[config.mk]
export PLATFORM = sky130hd
export DESIGN_NAME = sponge_padder
export DESIGN_NICKNAME = d
export VERILOG_FILES = /design/src/rtl/sponge_padder.sv
export SDC_FILE = /design/constraint.sdc
export NUM_CORES = 1
export LEC_CHECK = 0
export ABC_AREA = 1
export BUFFER_PORTS_ARGS = -buffer_cell sky130_fd_sc_hd__buf_2
export CORE_MARGIN = 2
export CORE_UTILIZATION = 40
export DETAILED_ROUTE_END_ITERATION = 12
export GPL_ROUTABILITY_DRIVEN = 0
export GPL_TIMING_DRIVEN = 0
export PLACE_DENSITY = 0.71
export SLEW_MARGIN = 5
export SYNTH_ARGS = -nofsm -noshare
export SYNTH_HDL_FRONTEND = slang
export SYNTH_SLANG_ARGS = --single-unit
[constraint.sdc]
create_clock -name clk_i -period 21.4 [get_ports clk_i]
set_clock_uncertainty 0.15 [all_clocks]
set_input_delay 4.28 -clock clk_i [delete_from_list [all_inputs] [get_ports clk_i]]
set_output_delay 4.28 -clock clk_i [all_outputs]
set_load 0.02 [all_outputs]
[src/rtl/sponge_padder.sv]
// Collects message words into a RATE_BITS block and appends sponge padding
// (domain byte, zero fill, end byte) after the last word of a message.
module sponge_padder #(
  parameter int unsigned IN_WIDTH    = 8,
  parameter int unsigned RATE_BITS   = 256,
  parameter logic [7:0]  DOMAIN_BYTE = 8'h1f,
  parameter logic [7:0]  END_BYTE    = 8'h80
) (
  input  logic                 clk_i,
  input  logic                 clear_i,
  input  logic [IN_WIDTH-1:0]  in_data_i,
  input  logic                 in_valid_i,
  input  logic                 in_last_i,
  output logic                 in_ready_o,
  output logic [RATE_BITS-1:0] block_out_o,
  output logic                 block_valid_o,
  output logic                 block_last_o,
  input  logic                 block_ready_i
);

  localparam int unsigned P    = RATE_BITS / IN_WIDTH;
  localparam int unsigned CntW = $clog2(P);
  localparam logic [CntW-1:0] CntMax = CntW'(P - 1);

  typedef enum logic [1:0] {StAbsorb, StPad, StFull} state_e;

  state_e               state_q, state_d;
  logic [CntW-1:0]      cnt_q, cnt_d, cnt_inc;
  logic                 pad_pending_q, pad_pending_d;
  logic                 first_pad_q, first_pad_d;
  logic                 last_q, last_d;
  logic [RATE_BITS-1:0] slots_q, slots_d;
  logic [IN_WIDTH-1:0]  pad_word;

  assign cnt_inc = (cnt_q == CntMax) ? '0 : cnt_q + 1'b1;

  // With 8-bit words the domain and end bytes share the same byte when they collide.
  always_comb begin
    pad_word = '0;
    if (first_pad_q) pad_word[7:0] = DOMAIN_BYTE;
    if (cnt_q == CntMax) pad_word[IN_WIDTH-1 -: 8] = pad_word[IN_WIDTH-1 -: 8] | END_BYTE;
  end

  always_comb begin
    state_d       = state_q;
    cnt_d         = cnt_q;
    pad_pending_d = pad_pending_q;
    first_pad_d   = first_pad_q;
    last_d        = last_q;
    slots_d       = slots_q;
    case (state_q)
      StAbsorb: begin
        if (in_valid_i) begin
          slots_d[cnt_q*IN_WIDTH +: IN_WIDTH] = in_data_i;
          cnt_d = cnt_inc;
          if (cnt_q == CntMax) begin
            // A last word that fills the block needs a whole extra padding block.
            state_d       = StFull;
            last_d        = 1'b0;
            pad_pending_d = in_last_i;
          end else if (in_last_i) begin
            state_d     = StPad;
            first_pad_d = 1'b1;
          end
        end
      end
      StPad: begin
        slots_d[cnt_q*IN_WIDTH +: IN_WIDTH] = pad_word;
        cnt_d       = cnt_inc;
        first_pad_d = 1'b0;
        if (cnt_q == CntMax) begin
          state_d       = StFull;
          last_d        = 1'b1;
          pad_pending_d = 1'b0;
        end
      end
      StFull: begin
        if (block_ready_i) begin
          slots_d = '0;
          cnt_d   = '0;
          last_d  = 1'b0;
          if (pad_pending_q) begin
            state_d     = StPad;
            first_pad_d = 1'b1;
          end else begin
            state_d = StAbsorb;
          end
        end
      end
      default: state_d = StAbsorb;
    endcase
  end

  always_ff @(posedge clk_i or posedge clear_i) begin
    if (clear_i) begin
      state_q       <= StAbsorb;
      cnt_q         <= '0;
      pad_pending_q <= 1'b0;
      first_pad_q   <= 1'b0;
      last_q        <= 1'b0;
      slots_q       <= '0;
    end else begin
      state_q       <= state_d;
      cnt_q         <= cnt_d;
      pad_pending_q <= pad_pending_d;
      first_pad_q   <= first_pad_d;
      last_q        <= last_d;
      slots_q       <= slots_d;
    end
  end

  assign in_ready_o    = (state_q == StAbsorb);
  assign block_valid_o = (state_q == StFull);
  assign block_out_o   = slots_q;
  assign block_last_o  = last_q;

endmodule
==> results of run 1 <==
-- worst reg2reg max path, cell delays in order (launching register included) --
cell and delay, ps:
dfrtp_1 390, buf_2 210, inv_2 150, buf_1 440
ha_1 280, inv_1 90, nor3_1 140, ha_1 250
clkbuf_1 260, inv_1 350, clkbuf_1 680, nand4_2 460
nand2_1 160, nand2_1 160, o21ai_0 220, inv_1 60
-- how the worst min path moves through the flow --
| stage | depth (start not counted) | end | from |
|---|---|---|---|
| finish | 2 | flop | flop |
| global route | 2 | flop | flop |
| CTS | 2 | flop | flop |
| detailed placement | 2 | flop | flop |
| global placement | 2 | flop | flop |
| floorplan | 2 | first_pad_q | first_pad_q |
-- layout make-up --
type / count / share of cell area
diodes: 3 / 0.0004404
well taps: 455 / 0.03340
clock inverters: 11 / 0.006606
flip-flops and latches: 266 / 0.3905
repair buffers: 273 / 0.08280
clock buffers: 42 / 0.05131
multi-input cells: 1234 / 0.3497
inverters: 325 / 0.07230
plain buffers: 51 / 0.01292
-- cells by family after synthesis --
group	count (synthesis)	synth area share
and+or+nand+nor	921	0.2920
adders and majority gates	8	0.007118
buffers and inverters	376	0.1028
AOI/OAI and AO/OA	304	0.1241
DFF	266	0.4734
xor gates and xnor gates	1	0.0006229
-- Yosys cell counts, types with 2 or more instances --
cell type / instances
nand3_1: 141
inv_2: 10
o21ai_0: 139
or2_2: 32
a2bb2oi_1: 17
a21boi_0: 8
nor2_2: 11
nor3_4: 4
a21oi_1: 54
nor3_2: 2
nand4_1: 15
buf_1: 11
clkinv_1: 4
o31ai_1: 12
nor2_1: 243
nand4_2: 2
clkbuf_1: 23
o211ai_1: 2
nand2_1: 400
inv_4: 2
inv_1: 309
o22ai_1: 44
buf_4: 3
nand3_2: 5
nor3_1: 27
buf_2: 14
o21ai_2: 2
a22oi_1: 8
nand2_2: 13
o21bai_1: 3
nor2_8: 2
nor2_4: 10
o21a_1: 3
and2_1: 11
dfrtp_1: 266
o21ai_1: 9
ha_1: 8
-- per-layer routing --
| layer | wire length (um) | vias up | track usage | part of all wire |
|---|---|---|---|---|
| met5 | 0 | - | 0 | 0 |
| met4 | 3217 | 0 | 0.1488 | 0.060 |
| met3 | 6688 | 222 | 0.07931 | 0.12 |
| met2 | 23190 | 946 | 0.4332 | 0.43 |
| met1 | 20710 | 6920 | 0.3752 | 0.38 |
| li1 | - | 6559 | - | - |
-- power breakdown --
| part | total [mW] | internal, mW | switching (mW) |
|---|---|---|---|
| clock network | 0.517 | 0.306 | 0.211 |
| registers | 0.692 | 0.615 | 0.0767 |
| logic | 1.54 | 0.366 | 1.18 |
-- layout by cell type, fill, tap and decap left out, drive strengths merged, types with 44 or more instances in the layout --
master,instances
a21oi,54
buf,301
clkbuf,65
dfrtp,266
inv,322
nand2,414
nand3,146
nor2,266
o21ai,150
o22ai,44
-- per-stage QoR --
step / power, mW / worst slack, ps
global placement: 2.143 / 6728
global route: 2.871 / 14730
finish: 2.750 / 14700
floorplan: 1.627 / 9645
detailed placement: 2.168 / 14320
CTS: 2.689 / 14880
==> impl_metrics.json, run 1 <==
{
  "multi_input_area_um2": 5961,
  "required_ps": 21710,
  "postSynthAreaPerCell_um2": 7.496,
  "area_growth_pct": 21.21,
  "setup_viol": 0,
  "area.sequential_um2": 6656,
  "path_buf_inv": 4,
  "cp_max_fo": 10,
  "clk_pin_slew_ps": 60,
  "rsz0062_at_grt": "false",
  "route.final.wire_length_um": 53810,
  "cts.sinks": 266,
  "h-tree-depth": 1,
  "max_freq_mhz": 149.3,
  "critical_path_class": "primary input to flop",
  "layout_min_cycle_time_ps": 6697,
  "synth_edf_count": 0,
  "wire_per_inst_um": 20.23,
  "synth_top_area_frac": 0.4734,
  "p_leak_nw": 9.935,
  "synth_flop_cell": "dfrtp_1",
  "fill_cells": 3441,
  "stdcell_count": 2660,
  "dp_hpwl_um": 40350,
  "grt_overflow": 0,
  "tns_ps": 0,
  "yosysUniqueCellTypes": 44,
  "regToRegSetupSlack_ps": 16850,
  "clockBufferDepth": 3,
  "yosysWarnings": 0,
  "rows": 68,
  "critPathTopFamily": "simple AND/OR/NAND/NOR gates",
  "final_nets": 2201,
  "port_buffers": 271,
  "yosysTopAreaCell": "dfrtp_1",
  "hold_viol": 0,
  "crit_slowest_cell": "clkinv_1",
  "dieHeight_um": 191.5,
  "pwr_density_cell_nw_per_um2": 161.4,
  "grt_pass1_wl_um": 79650,
  "maxSlewHeadroom": 0.3366,
  "clock_latency_ps": 560,
  "async_flop_share": 1.000,
  "antenna_found_initial": 3,
  "die_area_um2": 36670,
  "start_util": 0.4071,
  "placeableCoreArea_um2": 34540,
  "io-pin-count": 272,
  "final_area_um2": 17050,
  "final_util": 0.4934,
  "postCtsSetupBuffers": 0,
  "root_buffer": "clkbuf_16",
  "dp.cells": 2604,
  "grt_max_degree": 117,
  "cp.depth": 11,
  "postCtsResizedCells": 0,
  "fin_crit_sh": 0.3130,
  "synth-seq-area-share": 0.4734,
  "status": "finished, final reports clean",
  "cts_tree": "yes",
  "synth_area_leaders": "dfrtp_1 (47%), nand2_1 (11%), inv_1 (8.2%)",
  "drive_gt1_frac": 0.1985,
  "slew_violations": 0,
  "synth-seq-cells": 266,
  "cp_cell_sequence": "buf_2 > nor2_1 > nor2_1 > nand2_2 > nor2_4 > clkinv_1 > clkbuf_1 > nand2_1 > nand3_1 > nand2_1 > inv_1",
  "drc": 0,
  "syn_inst": 1876,
  "dr.pass1.iters": 7,
  "reg2reg_depth": 15,
  "hold_slack_ps": 351.5,
  "synth_area_um2": 14060,
  "min_path_type": "flop to flop",
  "cts_buffers": 29,
  "syn_nets": 1897,
  "cap_violations": 0,
  "critPathCaptureType": "flop",
  "slowest_delay_ps": 600,
  "cp-start-kind": "primary input",
  "vias": 14650,
  "worst_pin_slew_ps": 995.1,
  "timing.rr.start": "cnt_q[0]",
  "grt_pass1_vias": 13750,
  "vias_per_cell": 5.506,
  "drt-initial-drc-count": 1858,
  "ant_nets": 0,
  "track_usage": 0.2868,
  "dpl_cell_area_um2": 16050,
  "vdd_drop_max_mv": 0.08775,
  "die_x_um": 191.5,
  "crit_start": "in_valid_i",
  "ctsHoldBuffers": 0,
  "worstPathArrival_ps": 7010
}
Note: power is estimated with default switching activity, not from simulation.
==> run 2, diff against run 1 <==
Settings changed: PLACE_DENSITY 0.71 to 0.73.
Clock period 21.4 ns to 5.57 ns, I/O delays scaled along.
==> impl_metrics.json, run 2 (same netlist as run 1, synthesis figures left out) <==
{
  "status": "finished, final reports clean",
  "hold_viol": 0,
  "dp.cells": 2609,
  "ant_nets": 0,
  "port_buffers": 271,
  "antenna_found_initial": 5,
  "fin_total_pwr_mw": 10.51,
  "multi_input_area_um2": 5961,
  "clk_pin_slew_ps": 60,
  "cp-start-kind": "flop",
  "clock_latency_ps": 550,
  "required_ps": 5860,
  "worstPathArrival_ps": 4910,
  "die_area_um2": 36670,
  "stdcell_count": 2665,
  "grt_pass1_wl_um": 79860,
  "cts.sinks": 266,
  "area.sequential_um2": 6656,
  "dp_hpwl_um": 40960,
  "rows": 68,
  "area_growth_pct": 21.38,
  "vdd_drop_max_mv": 0.3067,
  "fill_cells": 3425,
  "final_nets": 2206,
  "dr_wl_met2_um": 22620,
  "drc": 0,
  "rsz0062_at_grt": "false",
  "grt_max_degree": 37,
  "fin_crit_sh": 0.8277,
  "maxSlewHeadroom": 0.2572,
  "slowest_delay_ps": 690,
  "cp_cell_sequence": "buf_2 > inv_2 > buf_1 > ha_1 > inv_1 > nor3_1 > ha_1 > clkbuf_1 > inv_1 > clkbuf_1 > nand4_2 > nand2_1 > nand2_1 > o21ai_0 > inv_1",
  "cts_tree": "yes",
  "grt_pass1_vias": 13890,
  "wl_met3_um": 7296,
  "route.final.wire_length_um": 53830,
  "drive_gt1_frac": 0.1972,
  "clockBufferDepth": 3,
  "top_layer": "met4",
  "crit_slowest_cell": "clkbuf_1",
  "path_buf_inv": 8,
  "final_common_cell": "nand2_1",
  "ctsHoldBuffers": 0,
  "pwr_density_cell_nw_per_um2": 616.0,
  "postCtsResizedCells": 0,
  "p_leak_nw": 9.928,
  "die_x_um": 191.5,
  "timing.rr.start": "cnt_q[0]",
  "crit_top_cell": "inv_1",
  "layout_common_cells": "nand2_1 (400), inv_1 (308), buf_2 (285), dfrtp_1 (266), nor2_1 (243)",
  "grt_overflow": 0,
  "h-tree-depth": 1,
  "io-pin-count": 272,
  "wire_per_inst_um": 20.20,
  "setup_viol": 0,
  "max_freq_mhz": 216.9,
  "cts_buffers": 29,
  "min_path_type": "flop to flop",
  "start_util": 0.4071,
  "cap_violations": 0,
  "crit_start": "cnt_q[0]",
  "postCtsSetupBuffers": 0,
  "layout_min_cycle_time_ps": 4610,
  "worst_pin_slew_ps": 1114,
  "placeableCoreArea_um2": 34540,
  "dr.pass1.iters": 8,
  "vias_per_cell": 5.516,
  "track_usage": 0.2872,
  "slew_violations": 0,
  "dieHeight_um": 191.5,
  "critical_path_class": "flop to flop",
  "critPathCaptureType": "flop",
  "drt-initial-drc-count": 1970,
  "root_buffer": "clkbuf_16",
  "cp_max_fo": 10,
  "vias": 14700,
  "critPathTopFamily": "buffers and inverters",
  "wl_met1_um": 20300
}
run 2: final timing paths:
| path | slack, ps | endpoint | depth (start not counted) |
|---|---|---|---|
| worst max-delay path | 960 | flop | 15 |
| worst min-delay path | 350 | flop | 2 |
| worst max register to register | 960 | flop | 15 |
| worst min register to register | 350 | flop | 2 |
| max in group asynchronous | 3580 | async pin | 5 |
| min in group asynchronous | 530 | async pin | 2 |
run 2: report_power, final:
part           switching, mW  internal [mW]  leakage (nW)
Clock                  0.790           1.11         0.455
Combinational           4.55           1.41          5.80
Sequential             0.296           2.36          3.67
run 2: per-stage QoR:
step	setup WS [ps]	hold WS, ps	util	instance area, um2	setup TNS, ps
6_report	959.5	350.2	0.4941	17070	0
2_1_floorplan	794.5	324.6	-	14070	0
3_3_place_gp	-755.5	318.2	0.4629	15990	-193560
3_5_place_dp	1234	326.2	0.4670	16130	0
5_1_grt	786.9	367.8	0.4940	17060	0
4_1_cts	1208	345.3	0.4938	17060	0
run 2: per-layer routing:
layer | vias up | GRT usage
met5 | - | 0
met4 | 0 | 0.1612
met3 | 260 | 0.09950
met2 | 1006 | 0.4242
met1 | 6867 | 0.3664
li1 | 6568 | -
run 2: worst register-to-register path, delay by kind of cell, from the launching register on:
family                   cells  cell delay, ps
flip-flops                   1             380
adder cells (fa/ha/maj)      2             560
AO/OA/AOI/OAI                1             200
AND/OR/NAND/NOR              4             910
buffers and inverters        8            2310
run 2: final cells by class:
class	count	area share
plain buffers	51	0.01290
repair buffers	278	0.08767
clock buffers	46	0.05095
inverters	325	0.07198
clock inverters	6	0.003372
diodes	4	0.0005864
well taps	455	0.03335
multi-input cells	1234	0.3492
flip-flops and latches	266	0.3900
